`config.mk`:
```
export PLATFORM = sky130hd
export DESIGN_NAME = simon_round_ctrl_flat
export DESIGN_NICKNAME = d
export VERILOG_FILES = /design/src/rtl/simon_round_ctrl_if.sv /design/src/rtl/simon_round_ctrl.sv /design/src/flat_wrapper.sv
export SDC_FILE = /design/constraint.sdc
export NUM_CORES = 1
export LEC_CHECK = 0
export ABC_AREA = 1
export ABC_CLOCK_PERIOD_IN_PS = 1400
export BUFFER_PORTS_ARGS = -buffer_cell sky130_fd_sc_hd__buf_2
export CORE_MARGIN = 2
export CORE_UTILIZATION = 45
export DETAILED_ROUTE_END_ITERATION = 8
export GPL_TIMING_DRIVEN = 0
export PLACE_DENSITY = 0.72
export SLEW_MARGIN = 20
export SYNTH_ARGS = -nofsm -noshare
export SYNTH_HDL_FRONTEND = slang
export SYNTH_SLANG_ARGS = --single-unit
```
`constraint.sdc`:
```
create_clock -name clk -period 1.4 [get_ports clk]
set_input_delay 0.07 -clock clk [delete_from_list [all_inputs] [get_ports clk]]
set_output_delay 0.07 -clock clk [all_outputs]
set_load 0.05 [all_outputs]
```
`src/rtl/simon_round_ctrl_if.sv`:
```
// Handshake and control bundle between the SIMON sequencer and its neighbours.
// The slave side is the sequencer; the master side is the front end, datapath and output stage.
interface simon_round_ctrl_if;
    logic       newKEY;
    logic       newDATA;
    logic       loadOUT;
    logic       loadKEY;
    logic       loadDATA;
    logic       keyLD;
    logic       dataLD;
    logic       keyRST;
    logic       roundEN;
    logic       keyEN;
    logic [7:0] round;
    logic       newOUT;
    logic       keyVALID;
    logic       busy;

    modport master (
        output newKEY, newDATA, loadOUT,
        input  loadKEY, loadDATA, keyLD, dataLD, keyRST, roundEN, keyEN,
        input  round, newOUT, keyVALID, busy
    );

    modport slave (
        input  newKEY, newDATA, loadOUT,
        output loadKEY, loadDATA, keyLD, dataLD, keyRST, roundEN, keyEN,
        output round, newOUT, keyVALID, busy
    );
endinterface

```
`src/rtl/simon_round_ctrl.sv`:
```
// Sequencing controller for the SIMON core: key/data acknowledge handshakes,
// capture strobes, a T-round run and the output request handshake.
module simon_round_ctrl #(
    parameter int N = 16,
    parameter int M = 4,
    parameter int T = 32
) (
    input  logic                     clk,
    input  logic                     R,
    simon_round_ctrl_if.slave        bus
);

    if (T < 1 || T > 255 || N < 1 || M < 1) begin : g_bad_param
        $error("simon_round_ctrl: T must be 1..255, N and M positive");
    end

    localparam logic [7:0] LAST_ROUND = 8'(T - 1);

    typedef enum logic [2:0] {
        S_IDLE,
        S_KACK,
        S_DACK,
        S_PREP,
        S_RUN,
        S_OREQ,
        S_OREL
    } state_t;

    state_t     r_state;
    state_t     w_next;

    logic       r_loadKEY,  w_loadKEY;
    logic       r_loadDATA, w_loadDATA;
    logic       r_keyLD,    w_keyLD;
    logic       r_dataLD,   w_dataLD;
    logic       r_keyRST,   w_keyRST;
    logic       r_roundEN,  w_roundEN;
    logic [7:0] r_round,    w_round;
    logic       r_newOUT,   w_newOUT;
    logic       r_keyVALID, w_keyVALID;
    logic       r_busy,     w_busy;

    // Every output is registered from the next state, so outputs change on the
    // same edge as the state they describe.
    always_ff @(posedge clk) begin
        if (R) begin
            r_state    <= S_IDLE;
            r_loadKEY  <= 1'b0;
            r_loadDATA <= 1'b0;
            r_keyLD    <= 1'b0;
            r_dataLD   <= 1'b0;
            r_keyRST   <= 1'b0;
            r_roundEN  <= 1'b0;
            r_round    <= 8'd0;
            r_newOUT   <= 1'b0;
            r_keyVALID <= 1'b0;
            r_busy     <= 1'b0;
        end else begin
            r_state    <= w_next;
            r_loadKEY  <= w_loadKEY;
            r_loadDATA <= w_loadDATA;
            r_keyLD    <= w_keyLD;
            r_dataLD   <= w_dataLD;
            r_keyRST   <= w_keyRST;
            r_roundEN  <= w_roundEN;
            r_round    <= w_round;
            r_newOUT   <= w_newOUT;
            r_keyVALID <= w_keyVALID;
            r_busy     <= w_busy;
        end
    end

    // Requests arriving outside IDLE are simply not looked at until IDLE,
    // so a key change cannot disturb a block in flight.
    always_comb begin
        w_next = r_state;
        case (r_state)
            S_IDLE: begin
                if (bus.newKEY)
                    w_next = S_KACK;
                else if (bus.newDATA && r_keyVALID)
                    w_next = S_DACK;
            end
            S_KACK: if (!bus.newKEY)           w_next = S_IDLE;
            S_DACK: if (!bus.newDATA)          w_next = S_PREP;
            S_PREP:                            w_next = S_RUN;
            S_RUN:  if (r_round == LAST_ROUND) w_next = S_OREQ;
            S_OREQ: if (bus.loadOUT)           w_next = S_OREL;
            S_OREL: if (!bus.loadOUT)          w_next = S_IDLE;
            default:                           w_next = S_IDLE;
        endcase
    end

    always_comb begin
        w_loadKEY  = (w_next == S_KACK);
        w_loadDATA = (w_next == S_DACK);
        w_keyLD    = (w_next == S_KACK) && (r_state != S_KACK);
        w_dataLD   = (w_next == S_DACK) && (r_state != S_DACK);
        w_keyRST   = (w_next == S_PREP);
        w_roundEN  = (w_next == S_RUN);
        w_newOUT   = (w_next == S_OREQ);
        w_busy     = (w_next != S_IDLE);
        w_keyVALID = r_keyVALID || ((r_state == S_KACK) && (w_next == S_IDLE));
        // Index counts only while staying in RUN; it is 0 on entry and after exit.
        w_round    = ((r_state == S_RUN) && (w_next == S_RUN)) ? r_round + 8'd1 : 8'd0;
    end

    assign bus.loadKEY  = r_loadKEY;
    assign bus.loadDATA = r_loadDATA;
    assign bus.keyLD    = r_keyLD;
    assign bus.dataLD   = r_dataLD;
    assign bus.keyRST   = r_keyRST;
    assign bus.roundEN  = r_roundEN;
    assign bus.keyEN    = r_roundEN;
    assign bus.round    = r_round;
    assign bus.newOUT   = r_newOUT;
    assign bus.keyVALID = r_keyVALID;
    assign bus.busy     = r_busy;

endmodule
```
`src/flat_wrapper.sv`:
```
// flat-port wrapper written by rule: the top's interface ports become plain ports
module simon_round_ctrl_flat 
#(
    parameter int N = 16,
    parameter int M = 4,
    parameter int T = 32
)
  (clk, R, bus_newKEY, bus_newDATA, bus_loadOUT, bus_loadKEY, bus_loadDATA, bus_keyLD, bus_dataLD, bus_keyRST, bus_roundEN, bus_keyEN, bus_round, bus_newOUT, bus_keyVALID, bus_busy);
  simon_round_ctrl_if bus_i ();
  input  logic clk;
  input  logic R;
  input wire logic [$bits(bus_i.newKEY)-1:0] bus_newKEY;
  input wire logic [$bits(bus_i.newDATA)-1:0] bus_newDATA;
  input wire logic [$bits(bus_i.loadOUT)-1:0] bus_loadOUT;
  output wire logic [$bits(bus_i.loadKEY)-1:0] bus_loadKEY;
  output wire logic [$bits(bus_i.loadDATA)-1:0] bus_loadDATA;
  output wire logic [$bits(bus_i.keyLD)-1:0] bus_keyLD;
  output wire logic [$bits(bus_i.dataLD)-1:0] bus_dataLD;
  output wire logic [$bits(bus_i.keyRST)-1:0] bus_keyRST;
  output wire logic [$bits(bus_i.roundEN)-1:0] bus_roundEN;
  output wire logic [$bits(bus_i.keyEN)-1:0] bus_keyEN;
  output wire logic [$bits(bus_i.round)-1:0] bus_round;
  output wire logic [$bits(bus_i.newOUT)-1:0] bus_newOUT;
  output wire logic [$bits(bus_i.keyVALID)-1:0] bus_keyVALID;
  output wire logic [$bits(bus_i.busy)-1:0] bus_busy;
  assign bus_i.newKEY = bus_newKEY;
  assign bus_i.newDATA = bus_newDATA;
  assign bus_i.loadOUT = bus_loadOUT;
  assign bus_loadKEY = bus_i.loadKEY;
  assign bus_loadDATA = bus_i.loadDATA;
  assign bus_keyLD = bus_i.keyLD;
  assign bus_dataLD = bus_i.dataLD;
  assign bus_keyRST = bus_i.keyRST;
  assign bus_roundEN = bus_i.roundEN;
  assign bus_keyEN = bus_i.keyEN;
  assign bus_round = bus_i.round;
  assign bus_newOUT = bus_i.newOUT;
  assign bus_keyVALID = bus_i.keyVALID;
  assign bus_busy = bus_i.busy;
  simon_round_ctrl #(.N(N), .M(M), .T(T)) u_core (.clk(clk), .R(R), .bus(bus_i));
endmodule
```
# [After elaboration in Yosys (flattened, before gate mapping)]
# Cells that the tools add are included.
[totals] in_bits=5 ff_bits=20 output_inout_bits=18 elab_cells=45
[classes] eq_ne=14 reduce_logical=10 muxes=8 addsub=1 bitwise=1
[op_table] cell="3-bit two-way mux" count=7
[op_table] cell="3-bit one-hot mux with 7 select lines" count=1
[op_table] cell="3-bit equality test (second input constant)" count=5
[op_table] cell="3-bit by 2-bit equality test with 1-bit output (second input constant)" count=4
[op_table] cell="8-bit by 1-bit adder with 8-bit output (second input constant)" count=1
[op_table] cell="8-bit by 5-bit equality test with 1-bit output (second input constant)" count=1
[op_table] cell="3-bit by 1-bit equality test with 1-bit output (second input constant)" count=2
[op_table] cell="3-bit zero test" count=2
[op_table] cell="1-bit logical AND" count=5
[op_table] cell="3-bit by 1-bit != test with 1-bit output (second input constant)" count=1
[op_table] cell="3-bit by 2-bit != test with 1-bit output (second input constant)" count=1
[op_table] cell="3-bit nonzero test" count=1
[op_table] cell="2-bit OR reduction" count=1
[op_table] cell="1-bit logical OR" count=1
[op_table] cell="1-bit NOT" count=1

# [Longest topological paths before layout]
# Gate-level depths: netlist (run 1).
[logic_depth] word_depth=8 depth_mapped=10 mapped_depth_nobuf=10

# [Worst setup path before layout (run 1)]
# Ideal clock, no wire load.
[synth_path] path_type="register -> register" start="register u_core.r_round[0], in the netlist u_core.bus.round[0]" end="register u_core.r_round[0], in the netlist u_core.bus.round[0]" synth_period_minus_slack_ps=1716 stages_incl_launch_ff=9 t_arrival_ps=1580 setup_slack_ps=-316 path_cell_list="dfxtp_1 -> ha_1 -> nand3_1 -> nor2_2 -> nor2_4 -> nand2_2 -> nor2_4 -> nand2_4 -> nor2_2"
[synth_via] elab_chain_len=7 word_cells_on_any_way=8 classes_between="add/sub (1); eq/ne (2); mux (2); bitwise (1); reduce/logical (2)"
[synth_lines] item="start, declared" line="simon_round_ctrl.sv:38" source="logic [7:0] r_round, w_round;"
[synth_lines] item="start signal, assigned" line="simon_round_ctrl.sv:66" source="r_round <= w_round;"
[synth_lines] item="8-bit by 5-bit equality test with 1-bit output" line="simon_round_ctrl.sv:87" source="S_RUN: if (r_round == LAST_ROUND) w_next = S_OREQ;"
[synth_lines] item="3-bit two-way mux" line="simon_round_ctrl.sv:87"
[synth_lines] item="3-bit one-hot mux with 7 select lines" line="simon_round_ctrl.sv:77" source="case (r_state)"
[synth_lines] item="3-bit equality test" line="simon_round_ctrl.sv:105" source="w_round = ((r_state == S_RUN) && (w_next == S_RUN)) ? r_round + 8'd1 : 8'd0;"
[synth_lines] item="1-bit logical AND" line="simon_round_ctrl.sv:105"
[synth_lines] item="1-bit NOT (no source line)"
[synth_lines] item="2-bit OR reduction (no source line)"
# Several ways; a longest one is shown, not always the timed one.
# A chain may end at the register's enable or synchronous reset.

# [Worst setup path after layout (run 1)]
[layout_path] start="register u_core.r_state[0]" end="register u_core.r_round[2], in the netlist u_core.bus.round[2]"
[layout_via] elab_chain_len=7 word_cells_on_any_way=19 classes_between="eq/ne (7); mux (8); bitwise (1); reduce/logical (3)"
[layout_lines] item="start, declared" line="simon_round_ctrl.sv:29" source="state_t r_state;"
[layout_lines] item="start signal, assigned" line="simon_round_ctrl.sv:59" source="r_state <= w_next;"
[layout_lines] item="3-bit two-way mux" line="simon_round_ctrl.sv:81" source="else if (bus.newDATA && r_keyVALID)"
[layout_lines] item="3-bit two-way mux" line="simon_round_ctrl.sv:79" source="if (bus.newKEY)"
[layout_lines] item="3-bit one-hot mux with 7 select lines" line="simon_round_ctrl.sv:77"
[layout_lines] item="3-bit equality test" line="simon_round_ctrl.sv:105"
[layout_lines] item="1-bit logical AND *" line="simon_round_ctrl.sv:105"
[layout_lines] item="1-bit NOT (no source line) *"
[layout_lines] item="2-bit OR reduction (no source line) *"
# Every way passes the cells marked *; elsewhere a longest branch is shown, timed or not.

==> flow_metrics.py, run 1 <==
metrics = {
    "layout": {
        "diodes": 0,
        "drive_gt1_share_pct": 52.8,
        "final_common_cell": "buf_2",
        "final_cell_mix": "buf_2, nand2_1, inv_1",
        "fin_nets": 151,
        "finalNonFillerCells": 171,
        "final_core_util_pct": 62.8,
        "area_growth_pct": 35.1,
    },
    "critical_path": {
        "r2r_start": "u_core.r_state[0]",
        "setup.worst_path.end_class": "register",
        "cp.arrival_ns": 1.61,
        "start_kind": "register",
        "crit_type": "register to register",
        "cp_slowest_stage_delay_ns": 0.40,
        "cpMaxStageDelayCell": "dfxtp_4",
        "crit_chain": "inv_4 > nand2_2 > nor2_4 > nand2_2 > nor2_4 > nor2_4 > nand2_2 > nor2_4 > nand2_4 > nor2_2",
        "r2r_cells": 10,
        "cp_max_fo": 8,
        "crit_required_ns": 1.64,
        "reg2reg_to": "u_core.bus.round[2]",
        "r2r_slack_ns": 0.04,
        "cp_common_cell": "nor2_4",
    },
    "die": {
        "num_rows": 16,
        "die_area_sq_um": 2340,
        "io_pins": 23,
        "initial_utilization_pct": 46.5,
        "die_h_um": 48.3,
        "core_area_sq_um": 1900,
        "fp.dieW_um": 48.3,
    },
    "sta": {
        "fmax_mhz": 733,
        "maxSlewViolCount": 0,
        "period_minus_slack_ns": 1.36,
        "holdWs_ns": 0.0478,
        "finalSetupViolCount": 0,
        "worstMarginPinSlew_ns": 0.260,
        "rsz0062_at_grt": "yes",
        "hold_violations": 0,
        "slew_headroom_pct": 82.6,
        "post-route-period-util_pct": 97.4,
        "finalClockSkew_ns": 0.00439,
    },
    "logic_synthesis": {
        "avgSynthCellArea_sq_um": 7.97,
        "yosysWarnings": 0,
        "synth_top_area_share_pct": 45.3,
        "seq_area_frac_synth_pct": 45.3,
        "postSynthCellCount": 111,
        "ys_ff_latch": 20,
        "synthTopCellsByArea": "dfxtp_1, nand2_1, nor2_2, inv_1, nor2_1",
        "syn-cell-area_sq_um": 885,
        "synth_largest_area_cell": "dfxtp_1",
        "ys_types": 22,
        "syn_nets": 117,
    },
    "routing": {
        "drc": 0,
        "wirelength_um": 1640,
        "routed_via_density": 4.54,
        "drt_iter0_drc": 12,
        "wl_per_cell_um": 9.60,
        "dr.pass1.iters": 4,
        "route.vias.total": 776,
        "ant_nets": 0,
    },
    "placement": {
        "numPortBuffers": 21,
        "place_inst": 159,
        "gp_congestion": 0.785,
        "hpwl_um": 1120,
    },
    "hold_path": {
        "hp-start": "bus_newDATA",
        "hp-class": "input port to register",
        "worstHoldEndpoint": "u_core.bus.keyRST",
        "hold_depth": 4,
    },
    "power_and_ir_drop": {
        "p_per_area_nw_per_um2": 905,
        "max-vdd-ir-drop_mv": 0.496,
        "p_leak_nw": 0.557,
    },
    "clocking": {
        "cts_buffer_depth": 2,
        "cts_tree": "yes",
        "clkTransAtPathRegs_ns": 0.11,
        "ctsHtreeMaxLevel": 1,
        "root_buffer": "clkbuf_4",
        "cts_hold_buf": 0,
        "cts_made_buffers": 3,
        "clk_latency_ns": 0.30,
        "clock-sinks": 20,
    },
    "grt": {
        "grt.total_usage_pct": 13.9,
        "grt_max_degree": 12,
        "grt_pass1_wl_um": 2530,
        "first_global_vias": 660,
        "grt_antenna_before_repair": 0,
        "grt-ovfl-total": 0,
    },
    "job": {
        "cap_violations": 0,
    },
    "run_status": {
        "status": "finished clean",
    },
}
## cells in the mapped netlist, drive strengths merged
master,n
a21boi,1
a21oi,1
buf,2
dfxtp,20
ha,1
inv,18
nand2,22
nand3,7
nand4,2
nor2,26
nor3,4
o211ai,1
o21ai,1
xnor2,1
xor2,4
## logic make-up after synthesis
family	count (synthesis)	synth area share [%]
adder cells (fa/ha/maj)	1	1.41
flip-flops	20	45.3
AND/OR/NAND/NOR	61	36.5
XOR/XNOR	5	4.95
buffers and inverters	20	9.05
AO/OA/AOI/OAI	4	2.83
## cell type report
class | instances | area, sq um
Clock buffer | 4 | 26.3
Inverter | 18 | 77.6
Timing Repair Buffer | 29 | 165
Sequential cell | 20 | 428
Fill cell | 160 | 707
Buffer | 2 | 12.5
Tap cell | 27 | 33.8
Multi-Input combinational cell | 71 | 452
## state kept, by name (all words and copies together) (netlist names)
| signal | cells |
|---|---|
| u_core.r_state | 3 |
| u_core.bus.loadKEY | 1 |
| u_core.bus.round | 8 |
| u_core.bus.newOUT | 1 |
| u_core.bus.dataLD | 1 |
| u_core.bus.busy | 1 |
| u_core.bus.keyEN | 1 |
| u_core.bus.keyRST | 1 |
| u_core.bus.keyLD | 1 |
| u_core.bus.keyVALID | 1 |
| u_core.bus.loadDATA | 1 |
## worst max path at each step
stage | to | cells after the start | startpoint | slack, ns
detailed placement | u_core.bus.round[1] | 8 | u_core.bus.round[0] | -0.06
global route | u_core.bus.round[2] | 10 | u_core.r_state[0] | -0.06
CTS | u_core.bus.round[1] | 8 | u_core.bus.round[0] | 0.004
finish | u_core.bus.round[2] | 10 | u_core.r_state[0] | 0.04
floorplan | u_core.bus.round[0] | 8 | u_core.bus.round[0] | 0.01
global placement | u_core.bus.round[3] | 8 | u_core.bus.round[0] | -0.03
## what timing repair did
action	CTS	global route
resized for setup	3	19
setup endpoints to repair	8	8
buffers inserted	0	8
pin swaps	1	9
hold endpoints to repair	0	0
## metal layers
metal	GRT usage [%]	vias up	share of wire (%)
li1	-	406	-
met1	14.8	346	44
met2	25.0	19	49
met3	3.09	5	4.6
met4	8.57	0	2.2
met5	0	-	0
## worst max-delay path, delay by kind of cell, from the launching register on
family        cells  cell delay, ns
buf+inv           1            0.06
simple gates      9            0.85
flops             1            0.40
## power breakdown
| part | switching, W | leakage [nW] | internal (W) |
|---|---|---|---|
| sequential | 0.0000134 | 0.170 | 0.000584 |
| combinational | 0.000139 | 0.372 | 0.0000688 |
| clock | 0.000166 | 0.0150 | 0.000111 |
## metrics by stage
step                      worst slack [ns]  setup TNS [ns]  power, W  cell area, sq um
final                               0.0357               0   0.00108              1190
after CTS                          0.00395               0   0.00105              1070
after detailed placement           -0.0649          -0.445  0.000784              1040
after global placement             -0.0331          -0.241  0.000782              1040
after global routing               -0.0569          -0.266   0.00113              1190
after floorplan                     0.0124               0  0.000749               901
No activity file was read; power rests on OpenSTA's default activity.
==> run 2: changes to the inputs <==
--- a/config.mk
+++ b/config.mk
@@ -5,13 +5,12 @@
 export SDC_FILE = /design/constraint.sdc
 export NUM_CORES = 1
 export LEC_CHECK = 0
-export ABC_AREA = 1
 export ABC_CLOCK_PERIOD_IN_PS = 1400
 export BUFFER_PORTS_ARGS = -buffer_cell sky130_fd_sc_hd__buf_2
 export CORE_MARGIN = 2
 export CORE_UTILIZATION = 45
 export DETAILED_ROUTE_END_ITERATION = 8
-export GPL_TIMING_DRIVEN = 0
+export GPL_TIMING_DRIVEN = 1
 export PLACE_DENSITY = 0.72
 export SLEW_MARGIN = 20
 export SYNTH_ARGS = -nofsm -noshare
==> constraint.sdc (replaced) <==
create_clock -name clk -period 1.4 [get_ports clk]
set_input_delay 0.14 -clock clk [delete_from_list [all_inputs] [get_ports clk]]
set_output_delay 0.14 -clock clk [all_outputs]
set_load 0.05 [all_outputs]
==> flow_metrics.py, run 2 <==
metrics = {
    "run_status": {
        "status": "complete, but fails checks",
        "violations": "setup timing",
    },
    "layout": {
        "fin_area_sq_um": 1330,
        "regArea_sq_um": 423,
        "final_common_cell": "buf_2",
        "diodes": 0,
        "area_growth_pct": 49.0,
        "fin_nets": 135,
        "multi_input_area_sq_um": 586,
        "final_cell_mix": "buf_2, buf_4, nor2_1, dfxtp_1",
        "fillers": 155,
        "largest_register_ffs": 8,
        "drive_gt1_share_pct": 58.6,
    },
    "die": {
        "io_pins": 23,
        "initial_utilization_pct": 46.4,
        "core_area_sq_um": 1920,
        "num_rows": 16,
        "fp.dieW_um": 48.5,
        "die_h_um": 48.5,
        "die_area_sq_um": 2350,
    },
    "logic_synthesis": {
        "seq_area_frac_synth_pct": 44.9,
        "ys_types": 31,
        "synth_flop_cell": "dfxtp_1",
        "avgSynthCellArea_sq_um": 9.79,
        "async_flop_share_pct": 0,
        "synth_edf_count": 0,
        "synth_most_common_cell": "dfxtp_1",
        "synthTopCellsByCount": "dfxtp_1, nor2_1, nand2_1, nor3_1, nor4_1",
        "synthTopCellsByArea": "dfxtp_1, nor2_1, nor4_1, buf_6, nor3_1",
        "postSynthCellCount": 91,
        "syn_nets": 97,
        "yosysWarnings": 0,
        "ys_ff_latch": 20,
        "synth_largest_area_cell": "dfxtp_1",
        "synth_top_area_share_pct": 44.9,
        "syn-cell-area_sq_um": 891,
    },
    "grt": {
        "grt_pass1_wl_um": 3440,
        "grt-ovfl-total": 0,
        "first_global_vias": 753,
        "grt_max_degree": 13,
        "grt_antenna_before_repair": 0,
        "grt.total_usage_pct": 19.1,
    },
    "critical_path": {
        "crit_type": "register to register",
        "cp_max_fo": 7,
        "cp.arrival_ns": 1.69,
        "crit_required_ns": 1.62,
        "r2r_slack_ns": -0.07,
        "start_kind": "register",
        "setup.worst_path.end_class": "register",
        "r2r_cells": 4,
    },
    "job": {
        "cap_violations": 0,
    },
    "clocking": {
        "clk_latency_ns": 0.31,
        "clock-sinks": 20,
        "cts_buffer_depth": 2,
        "cts_hold_buf": 0,
        "root_buffer": "clkbuf_4",
        "ctsHtreeMaxLevel": 1,
        "clkTransAtPathRegs_ns": 0.12,
        "cts_tree": "yes",
        "cts_made_buffers": 3,
    },
    "sta": {
        "fmax_mhz": 680,
        "post-route-period-util_pct": 105,
        "maxSlewViolCount": 0,
        "slew_headroom_pct": 77.4,
        "finalClockSkew_ns": 0.00487,
        "finalSetupViolCount": 5,
        "fin_setup_tns_ns": -0.113,
        "worstMarginPinSlew_ns": 0.338,
        "rsz0062_at_grt": "yes",
        "period_minus_slack_ns": 1.47,
        "hold_violations": 0,
        "fin_ws_ns": -0.0706,
    },
    "hold_path": {
        "hp-class": "input port to register",
        "hold_depth": 2,
    },
    "routing": {
        "routed_via_density": 5.40,
        "route.vias.total": 837,
        "drc": 0,
        "dr.pass1.iters": 4,
        "wl_per_cell_um": 14.5,
        "drt_iter0_drc": 3,
        "ant_nets": 0,
        "wirelength_um": 2250,
    },
    "placement": {
        "gp_congestion": 0.807,
        "numPortBuffers": 22,
        "place_area_sq_um": 1080,
        "hpwl_um": 1320,
    },
    "power_and_ir_drop": {
        "p_leak_nw": 0.561,
        "finalPower_w": 0.00116,
        "p_per_area_nw_per_um2": 871,
        "max-vdd-ir-drop_mv": 0.626,
    },
}
-- run 2: metrics by stage --
stage                     worst slack (ns)  utilization, %  hold slack (ns)  instances
after CTS                          -0.0117            64.2           0.0675        153
final                              -0.0706            69.1           0.0782        155
after global routing                -0.129            69.1           0.0848        155
after floorplan                    -0.0799               -            0.205         91
after global placement             -0.0781            56.3            0.392        143
after detailed placement            -0.173            56.3            0.393        143
-- run 2: cells by family after synthesis --
kind of cell | after synthesis | share of synthesized area [%]
xor gates and xnor gates | 6 | 5.90
AOI/OAI and AO/OA | 7 | 5.76
and+or+nand+nor | 50 | 35.8
adders and majority gates | 1 | 1.40
buffers and inverters | 7 | 6.18
DFF | 20 | 44.9
-- run 2: what timing repair did --
item / CTS / global route
setup buffers: 4 / 2
resized for setup: 16 / 15
pin swaps: 4 / 12
cloned: 2 / 0
endpoints found under the setup margin: 16 / 14
-- run 2: worst paths after layout --
kind	from	endpoint
worst max-delay path	u_core.r_state[1]	u_core.bus.round[3]
worst min register to register	u_core.bus.keyVALID	u_core.bus.keyVALID
worst min-delay path	R	u_core.r_state[1]
worst max register to register	u_core.r_state[1]	u_core.bus.round[3]
-- run 2: worst max-delay path: stages (launching register included) --
cell and delay, ns:
dfxtp_4 0.42, and4bb_1 0.25, a211oi_4 0.26, nand2_2 0.16, nor4_1 0.28
-- run 2: where the power goes --
part	switching (W)	total [W]	leakage (nW)	internal, W
sequential	0.0000111	0.000587	0.168	0.000576
combinational	0.000105	0.000162	0.366	0.0000572
clock	0.000189	0.000407	0.0261	0.000218
-- run 2: routing by layer --
metal  share of wire, %  wire [um]  vias up  track usage (%)
li1                   -          -      398                -
met1                 41        925      413             22.8
met2                 53       1190       20             32.4
met3                2.8         62        6             2.16
met4                3.3         74        0             12.4
met5                  0          0        -                0
-- run 2: area by class of cell --
type | instances | area share, %
multi-input combinational | 66 | 44.1
timing repair buffer | 38 | 17.9
sequential | 20 | 31.9
tap | 27 | 2.54
clock buffer | 4 | 3.58
